**src/rtl/array_mult_sequencer_if.sv**
```systemverilog
// Operand/result bundle for the time-multiplexed multiplier sequencer.
// Signal directions are named from the sequencer's point of view.
interface array_mult_sequencer_if #(
  parameter int unsigned WIDTH = 4
) ();
  logic                 i_start;
  logic [WIDTH-1:0]     i_a;
  logic [WIDTH-1:0]     i_b;
  logic                 o_busy;
  logic                 o_done;
  logic [2*WIDTH-1:0]   o_product;

  modport master (
    output i_start, i_a, i_b,
    input  o_busy, o_done, o_product
  );

  modport slave (
    input  i_start, i_a, i_b,
    output o_busy, o_done, o_product
  );
endinterface

```
**src/rtl/array_mult_sequencer.sv**
```systemverilog
// Iterative unsigned shift-add multiplier: one WIDTH-bit array row per clock,
// 2*WIDTH-bit product after WIDTH row passes.
module array_mult_sequencer #(
  parameter int unsigned WIDTH = 4
) (
  input logic                    i_clock,
  input logic                    i_reset,
  array_mult_sequencer_if.slave  bus
);

  localparam int unsigned CW = $clog2(WIDTH) + 1;
  localparam logic [CW-1:0] LastRow = CW'(WIDTH - 1);

  typedef enum logic [1:0] {StIdle, StRun, StDone} state_e;

  state_e               r_state;
  state_e               w_state_nxt;
  logic [WIDTH-1:0]     r_a;
  logic [WIDTH-1:0]     r_hi;
  logic [WIDTH-1:0]     r_lo;
  logic [CW-1:0]        r_count;
  logic [2*WIDTH-1:0]   r_product;

  logic                 w_accept;
  logic                 w_last;
  logic [WIDTH-1:0]     w_partial;
  logic [WIDTH:0]       w_sum;
  logic [WIDTH-1:0]     w_hi_nxt;
  logic [WIDTH-1:0]     w_lo_nxt;

  always_comb begin
    w_state_nxt = r_state;
    w_accept    = 1'b0;
    w_last      = (r_count == LastRow);
    case (r_state)
      // DONE behaves like IDLE for a new request, otherwise falls back to IDLE.
      StIdle, StDone: begin
        w_state_nxt = StIdle;
        if (bus.i_start) begin
          w_accept    = 1'b1;
          w_state_nxt = StRun;
        end
      end
      StRun: begin
        if (w_last) w_state_nxt = StDone;
      end
      default: w_state_nxt = StIdle;
    endcase
  end

  // One array row: gate a by the current multiplier bit, add into the high half.
  always_comb begin
    w_partial = r_a & {WIDTH{r_lo[0]}};
    w_sum     = {1'b0, r_hi} + {1'b0, w_partial};
    w_hi_nxt  = w_sum[WIDTH:1];
    w_lo_nxt  = {w_sum[0], r_lo[WIDTH-1:1]};
  end

  always_ff @(posedge i_clock or posedge i_reset) begin
    if (i_reset) begin
      r_state <= StIdle;
    end else begin
      r_state <= w_state_nxt;
    end
  end

  always_ff @(posedge i_clock or posedge i_reset) begin
    if (i_reset) begin
      r_a       <= '0;
      r_hi      <= '0;
      r_lo      <= '0;
      r_count   <= '0;
      r_product <= '0;
    end else if (w_accept) begin
      r_a     <= bus.i_a;
      r_lo    <= bus.i_b;
      r_hi    <= '0;
      r_count <= '0;
    end else if (r_state == StRun) begin
      r_hi    <= w_hi_nxt;
      r_lo    <= w_lo_nxt;
      r_count <= r_count + CW'(1);
      if (w_last) r_product <= {w_hi_nxt, w_lo_nxt};
    end
  end

  assign bus.o_busy    = (r_state == StRun);
  assign bus.o_done    = (r_state == StDone);
  assign bus.o_product = r_product;

endmodule

```
**src/flat_wrapper.sv**
```systemverilog
// flat-port wrapper written by rule: the top's interface ports become plain ports
module array_mult_sequencer_flat 
#(
  parameter int unsigned WIDTH = 4
)
  (i_clock, i_reset, bus_i_start, bus_i_a, bus_i_b, bus_o_busy, bus_o_done, bus_o_product);
  array_mult_sequencer_if #(.WIDTH(WIDTH)) bus_i ();
  input logic i_clock;
  input logic i_reset;
  input wire logic [$bits(bus_i.i_start)-1:0] bus_i_start;
  input wire logic [$bits(bus_i.i_a)-1:0] bus_i_a;
  input wire logic [$bits(bus_i.i_b)-1:0] bus_i_b;
  output wire logic [$bits(bus_i.o_busy)-1:0] bus_o_busy;
  output wire logic [$bits(bus_i.o_done)-1:0] bus_o_done;
  output wire logic [$bits(bus_i.o_product)-1:0] bus_o_product;
  assign bus_i.i_start = bus_i_start;
  assign bus_i.i_a = bus_i_a;
  assign bus_i.i_b = bus_i_b;
  assign bus_o_busy = bus_i.o_busy;
  assign bus_o_done = bus_i.o_done;
  assign bus_o_product = bus_i.o_product;
  array_mult_sequencer #(.WIDTH(WIDTH)) u_core (.i_clock(i_clock), .i_reset(i_reset), .bus(bus_i));
endmodule
```
**config.mk**
```make
export PLATFORM = sky130hd
export DESIGN_NAME = array_mult_sequencer_flat
export DESIGN_NICKNAME = d
export VERILOG_FILES = /design/src/rtl/array_mult_sequencer_if.sv /design/src/rtl/array_mult_sequencer.sv /design/src/flat_wrapper.sv
export SDC_FILE = /design/constraint.sdc
export NUM_CORES = 1
export LEC_CHECK = 0
export CAP_MARGIN = 20
export CORE_ASPECT_RATIO = 1.5
export CORE_MARGIN = 2
export CORE_UTILIZATION = 40
export DETAILED_ROUTE_END_ITERATION = 12
export DONT_BUFFER_PORTS = 1
export MAX_ROUTING_LAYER = met4
export PLACE_DENSITY = 0.64
export SLEW_MARGIN = 30
export SYNTH_ARGS = -nofsm -noshare
export SYNTH_HDL_FRONTEND = slang
export SYNTH_SLANG_ARGS = --single-unit
```
**constraint.sdc**
```tcl
create_clock -name i_clock -period 4 [get_ports i_clock]
set_clock_uncertainty 0.1 [all_clocks]
set_input_delay 0.4 -clock i_clock [delete_from_list [all_inputs] [get_ports i_clock]]
set_output_delay 0.4 -clock i_clock [all_outputs]
set_load 0.02 [all_outputs]
```
==> impl_metrics.yaml, run 1 <==
clock_tree:
  cts.hold.buffers_added: 0
  clockRootBuffer: "sky130_fd_sc_hd__clkbuf_8"
  tritoncts: "yes"
  cts_buffers: 3
  htree_num_levels: 1
  cts_setup_buffers: 0
  cts_resized: 0
  buffer_levels_on_the_longest_clock_path: 2
  worstSkewPairLatency_ns: 0.26
  path_clk_slew_ns: 0.08
  clkSinkCount: 25
sta:
  setup_total_negative_slack_ns: 0
  hold_viol: 0
  finalCriticalPeriod_ns: 1.819
  setup-violations-final: 0
  report.final.slew_viol_count: 0
  final_critical_path_setup_slack_ns: 2.181
  timing.final.crit_share_pct: 45.47
  timing.slew.headroom_pct: 62.61
  fmax_mhz: 549.8
  grt_setup_unrepaired: "no"
  worst-slew-pin-transition_ns: 0.5608
routing:
  drt-initial-drc-count: 22
  route.met3.wl_um: 69
  detailroute.wirelength.met2_mm: 1.172
  detail-route-antenna-nets: 0
  routed_wirelength_mm: 2.263
  wire_per_inst_um: 15.50
  drcViolationCount: 0
  wl_met1_um: 976
  routed_via_density: 5.308
  via_count: 775
  highest_layer: "met4"
  drt_pre_antenna_iters: 4
synthesis:
  synth.area.top_cells: "sky130_fd_sc_hd__dfrtp_1, sky130_fd_sc_hd__mux2_4, sky130_fd_sc_hd__ha_1"
  synth_top_area_share_pct: 48.83
  synth_seq_cells: 25
  postSynthNetCount: 123
  yosysSeqAreaShare_pct: 48.83
  synth_largest_area_cell: "sky130_fd_sc_hd__dfrtp_1"
  post_synth_num_cell_types: 27
  post_syn_instances: 105
  ys_dominant_reg_cell: "sky130_fd_sc_hd__dfrtp_1"
  synth.cell_area_sq_um: 1281
  synthMostInstantiatedCell: "sky130_fd_sc_hd__dfrtp_1"
  ys_top_cells_by_count: "sky130_fd_sc_hd__dfrtp_1, sky130_fd_sc_hd__mux2_4, sky130_fd_sc_hd__nor2b_1, sky130_fd_sc_hd__ha_1, sky130_fd_sc_hd__nand2_1"
  syn_area_per_cell_sq_um: 12.20
  yosysWarnings: 0
  synth_edf_count: 0
  async_reset_ff_share_pct: 100.0
worst_setup_path:
  setup.reg_to_reg.worst_slack_ns: 2.18
  timing.setup.critical_path_class: "reg -> reg"
  cp_endpoint_kind: "flip-flop"
  critical_path_peak_fanout: 6
  worst_ep_arrival_time_ns: 1.87
  worstSetupStartpointType: "flip-flop"
  critical_path.reg2reg.endpoint: "u_core.bus.o_product[7]$_DFFE_PP0P_"
  cp_data_required_time_ns: 4.05
  r2r_start: "u_core.r_lo[0]$_DFFE_PP0P_"
  r2r_cell_count: 8
pwr:
  pwr-share-clk_pct: 12.3
  static-leakage-power_nw: 0.6171
  p_comb_share_pct: 42.0
  intPower_uw: 716.9
  switching_share_pct: 39.51
  power.density_cell_area_nw_per_um2: 869.8
  power.share.sequential_pct: 45.7
  vdd.ir_drop.worst_mv: 0.4077
  netSwitchingPower_uw: 468.2
flow_run:
  drv.max_cap_violation_count: 0
placement:
  globalplace.congestion: 0.7821
  port-buffer-count: 0
  dp_hpwl_mm: 1.643
  dp_slack_ns: 2.188
global_routing:
  first_global_vias: 824
  globalRouteTotalUtil_pct: 14.54
  first_pass_grt_wire_length_mm: 3.912
  globalRoute.totalOverflow: 0
  number_of_antenna_violations_at_the_first_check_in_global_routing: 0
  maximum_number_of_pins_on_one_net_before_global_route_repair: 26
worst_hold_path:
  hold-path-endpoint: "u_core.r_count[2]$_DFFE_PP0P_"
  tightest_hold_check_type: "in -> reg"
  timing.hold.worst.start: "bus_i_start"
  whs_path_depth: 1
floorplanning:
  die_w_um: 50.21
  die_h_um: 73.32
  design.die.area_sq_um: 3681
  core_area_sq_um: 3097
  boundaryPins: 21
  floorplan.initialDensity_pct: 41.37
  rows: 25
layout:
  area_growth_from_synthesis_to_layout_pct: 6.348
  final_layout_size_suffix_gt1_share_pct: 18.87
  finish.net_count: 125
  diodes: 0
run_status:
  outcome: "finished clean"
==> cells by family (layout without fill, tap and decap cells) <==
kind of cell               after synthesis  count (layout)  share of synthesized area (%)
DFF                                     25              25                          48.83
xor gates and xnor gates                 3               3                          2.051
and+or+nand+nor                         22              22                          11.03
AOI/OAI and AO/OA                       20              20                          10.06
buffers and inverters                   11              12                          4.102
muxes                                   17              17                          16.50
adders and majority gates                7               7                          7.422
==> state kept, by name (all words and copies together), names as in the netlist <==
register and flops:
u_core.r_count 3, u_core.r_a 4, u_core.bus.o_product 8, u_core.r_state 2, u_core.r_lo 4, u_core.r_hi 4
==> worst max-delay path by stage <==
stage / start / end / slack, ns
finish: u_core.r_lo[0]$_DFFE_PP0P_ / u_core.bus.o_product[7]$_DFFE_PP0P_ / 2.18
global route: u_core.r_lo[0]$_DFFE_PP0P_ / u_core.bus.o_product[7]$_DFFE_PP0P_ / 2.07
detailed placement: u_core.r_lo[0]$_DFFE_PP0P_ / u_core.bus.o_product[7]$_DFFE_PP0P_ / 2.19
CTS: u_core.r_state[1]$_DFFE_PP0P_ / bus_o_done / 2.17
global placement: u_core.r_state[0]$_DFFE_PP0P_ / u_core.r_hi[2]$_DFFE_PP0P_ / 2.25
floorplan: u_core.r_lo[0]$_DFFE_PP0P_ / u_core.bus.o_product[5]$_DFFE_PP0P_ / 2.31
==> critical path, cell delays in order (launching register included) <==
cell,delay (ns)
sky130_fd_sc_hd__dfrtp_1,0.43
sky130_fd_sc_hd__and2_1,0.16
sky130_fd_sc_hd__ha_1,0.19
sky130_fd_sc_hd__inv_1,0.07
sky130_fd_sc_hd__fa_1,0.21
sky130_fd_sc_hd__nor2b_1,0.06
sky130_fd_sc_hd__o21ai_0,0.14
sky130_fd_sc_hd__nand2b_1,0.10
sky130_fd_sc_hd__mux2_4,0.26
==> cell usage in the layout (no fill, tap or decap), drive strengths merged <==
cell type / netlist / routed
dfrtp: 25 / 25
mux2: 12 / 12
nor2b: 7 / 7
nand2: 7 / 7
inv: 7 / 7
ha: 6 / 6
o21ai: 5 / 5
mux2i: 5 / 5
a21oi: 5 / 5
a211oi: 4 / 4
nand2b: 4 / 4
clkbuf: 3 / 4
xnor2: 3 / 3
a22o: 3 / 3
and2: 3 / 3
nor2: 1 / 1
o21bai: 1 / 1
o31ai: 1 / 1
a21o: 1 / 1
fa: 1 / 1
dlygate4sd3: 0 / 1
==> through the flow <==
| stage | power, mW | cells | instance area, sq um | hold WS (ns) | utilization [%] |
|---|---|---|---|---|---|
| finish | 1.185 | 146 | 1363 | 0.1150 | 44.00 |
| detailed placement | 1.052 | 141 | 1308 | 0.3906 | 42.22 |
| global placement | 1.026 | 141 | 1308 | 0.3843 | 42.22 |
| global route | 1.292 | 146 | 1363 | 0.1106 | 44.00 |
| floorplan | 0.9480 | 105 | 1281 | 0.3273 | - |
| CTS | 1.203 | 145 | 1353 | 0.1068 | 43.68 |
==> area by class of cell <==
type                       count  area, sq um
fill                         288         1734
timing repair buffer           1        10.01
multi-input combinational     69        603.1
clock buffer                   4        45.04
sequential                    25        625.6
tap                           40        50.05
inverter                       7        28.78
==> power groups by stage <==
| stage | Combinational, mW | Clock, mW | Sequential, mW |
|---|---|---|---|
| global placement | 0.482 | 0 | 0.543 |
| detailed placement | 0.505 | 0 | 0.546 |
| global route | 0.566 | 0.164 | 0.562 |
| floorplan | 0.452 | 0 | 0.496 |
| CTS | 0.506 | 0.153 | 0.544 |
| finish | 0.498 | 0.146 | 0.541 |
==> layer usage <==
metal / global-route usage (%) / vias up
met2: 23.54 / 16
met3: 2.033 / 6
li1: - / 361
met1: 17.62 / 392
met4: 7.407 / 0
met5: - / -
Power figures use the tool's default switching activity.
==> run 2, diff against run 1 <==
==> constraint.sdc (replaced) <==
create_clock -name i_clock -period 1.7 [get_ports i_clock]
set_clock_uncertainty 0.1 [all_clocks]
set_input_delay 0.17 -clock i_clock [delete_from_list [all_inputs] [get_ports i_clock]]
set_output_delay 0.17 -clock i_clock [all_outputs]
set_load 0.02 [all_outputs]
==> run 2 against run 1 <==
The flow now finishes with violations (setup timing). Cell area is 11% higher. Flip-flop and latch count stayed put. Register-to-register slack worse by 2.2 ns. Setup slack worse by 2.2 ns. Global-route usage is 1.0 points higher. Maximum frequency is 6.2% higher. Critical path depth is 2 lower. Non-clock buffer count is 15 higher. Core utilization is 4.8 points higher. Power grew to 2.5 times the previous value. Sequential power is 130% higher. First-iteration DRC count is 73% lower.
==> impl_metrics.yaml, run 2 (synthesis gave the netlist of run 1 again) <==
run_status:
  outcome: "finished with violations"
  violations: "setup timing"
clock_tree:
  path_clk_slew_ns: 0.08
  buffer_levels_on_the_longest_clock_path: 2
  clockRootBuffer: "sky130_fd_sc_hd__clkbuf_8"
  cts_buffers: 3
  htree_num_levels: 1
  clkSinkCount: 25
  worstSkewPairLatency_ns: 0.27
  tritoncts: "yes"
pwr:
  netSwitchingPower_mw: 1.155
  switching_share_pct: 38.69
  post-layout-total-power_mw: 2.985
  static-leakage-power_nw: 0.6950
  p_comb_share_pct: 47.6
  vdd.ir_drop.worst_mv: 1.059
  pwr-share-clk_pct: 11.6
  power.share.sequential_pct: 40.9
  power.density_cell_area_nw_per_um2: 1977
  intPower_mw: 1.830
sta:
  report.final.slew_viol_count: 0
  hold_viol: 0
  finalCriticalPeriod_ns: 1.712
  worst-slew-pin-transition_ns: 0.4054
  timing.slew.headroom_pct: 72.92
  final_critical_path_setup_slack_ns: -0.01215
  final.hold.worst_slack_ns: 0.01492
  setup-violations-final: 3
  grt_setup_unrepaired: "yes"
  fmax_mhz: 584.1
  timing.final.crit_share_pct: 100.7
placement:
  postPlaceCellArea_sq_um: 1360
  port-buffer-count: 0
  globalplace.congestion: 0.7793
  dp_hpwl_mm: 1.711
flow_run:
  drv.max_cap_violation_count: 0
routing:
  wire_per_inst_um: 14.51
  drcViolationCount: 0
  detail-route-antenna-nets: 0
  drt-initial-drc-count: 6
  routed_wirelength_mm: 2.336
  routed_via_density: 5.106
  drt_pre_antenna_iters: 3
  via_count: 822
layout:
  most_frequent_cells_in_the_layout: "sky130_fd_sc_hd__dfrtp_1, sky130_fd_sc_hd__dlygate4sd3_1, sky130_fd_sc_hd__buf_4"
  area_growth_from_synthesis_to_layout_pct: 17.87
  utilization_pct: 48.77
  flip_flop_count_of_the_largest_register_all_copies_and_words_added: 8
  final_layout_size_suffix_gt1_share_pct: 27.27
  final_common_cell: "sky130_fd_sc_hd__dfrtp_1"
  design_area_sq_um: 1510
  diodes: 0
  num-fill-cells: 292
  finish.net_count: 140
floorplanning:
  core_area_sq_um: 3097
  design.die.area_sq_um: 3681
  die_h_um: 73.32
  boundaryPins: 21
  rows: 25
  floorplan.initialDensity_pct: 41.37
  die_w_um: 50.21
worst_setup_path:
  worst_path_largest_cell_delay_ns: 0.39
  critical_path.reg2reg.endpoint: "u_core.bus.o_product[5]$_DFFE_PP0P_"
  worst_ep_arrival_time_ns: 1.77
  ordered_cell_list_for_the_critical_path: "and2_1 > ha_2 > inv_2 > fa_2 > xnor2_1 > mux2_4"
  crit_path_start: "u_core.r_lo[0]$_DFFE_PP0P_"
  cp_data_required_time_ns: 1.76
  timing.setup.critical_path_class: "reg -> reg"
  worstSetupStartpointType: "flip-flop"
  r2r_cell_count: 6
  cp-endpoint: "u_core.bus.o_product[5]$_DFFE_PP0P_"
  setup.reg_to_reg.worst_slack_ns: -0.01
  crit_slowest_cell: "sky130_fd_sc_hd__dfrtp_1"
  r2r_start: "u_core.r_lo[0]$_DFFE_PP0P_"
  cp_endpoint_kind: "flip-flop"
  critical_path_peak_fanout: 5
global_routing:
  globalRouteTotalUtil_pct: 15.58
  first_global_vias: 861
  first_pass_grt_wire_length_mm: 4.153
  globalRoute.totalOverflow: 0
  maximum_number_of_pins_on_one_net_before_global_route_repair: 26
  number_of_antenna_violations_at_the_first_check_in_global_routing: 0
worst_hold_path:
  tightest_hold_check_type: "in -> reg"
  whs_path_depth: 2
-- run 2: final cells by class --
type	instances	area [sq um]	share of cell area [%]
Multi-Input combinational cell	69	619.3	41.01
Inverter	7	28.78	1.906
Sequential cell	25	625.6	41.42
Tap cell	40	50.05	3.314
Timing Repair Buffer	16	140.1	9.279
Clock inverter	1	5.005	0.3314
Clock buffer	3	41.29	2.734
-- run 2: worst min-delay path by stage --
stage / end / from / slack, ns
after floorplan: u_core.bus.o_product[0]$_DFFE_PP0P_ / i_reset / 0.1
after global placement: u_core.r_count[0]$_DFFE_PP0P_ / i_reset / 0.03
after detailed placement: u_core.bus.o_product[1]$_DFFE_PP0P_ / i_reset / 0.04
after CTS: u_core.r_lo[3]$_DFFE_PP0P_ / bus_i_start / 0.02
after global routing: u_core.r_lo[3]$_DFFE_PP0P_ / bus_i_start / 0.02
final: u_core.r_lo[0]$_DFFE_PP0P_ / bus_i_start / 0.01
-- run 2: metal layers --
metal	GRT usage, %	vias up	share of wire, %
met2	24.71	15	52
met3	3.049	5	3.4
met1	19.44	411	42
li1	-	391	-
met4	6.481	0	2.2
met5	-	-	0
-- run 2: stage by stage --
stage / setup slack, ns / instances / TNS, ns
final: -0.01215 / 161 / -0.01803
after global routing: -0.09455 / 161 / -0.3023
after CTS: -0.02780 / 160 / -0.05649
after detailed placement: -0.07547 / 148 / -0.1640
after global placement: -0.03349 / 148 / -0.06808
after floorplan: 0.006329 / 105 / 0
-- run 2: what timing repair did --
item,CTS,global route
pin swaps,1,4
resized for setup,4,2
endpoints found under the setup margin,4,7
endpoints found under the hold margin,34,0
hold buffers,8,0
buffers inserted,0,1
-- run 2: worst max-delay path: cells and delay by family, from the launching register on --
family | cells | cell delay, ns
fa+ha+maj | 2 | 0.52
flops | 1 | 0.39
mux | 1 | 0.27
simple gates | 1 | 0.15
xor+xnor | 1 | 0.15
buf+inv | 1 | 0.04
-- run 2: power by group through the flow --
stage               Combinational, mW  Sequential [mW]  Clock, mW
global placement                 1.30             1.23          0
detailed placement               1.34             1.24          0
floorplan                        1.06             1.17          0
global route                     1.59             1.27      0.382
CTS                              1.39             1.23      0.359
finish                           1.42             1.22      0.346
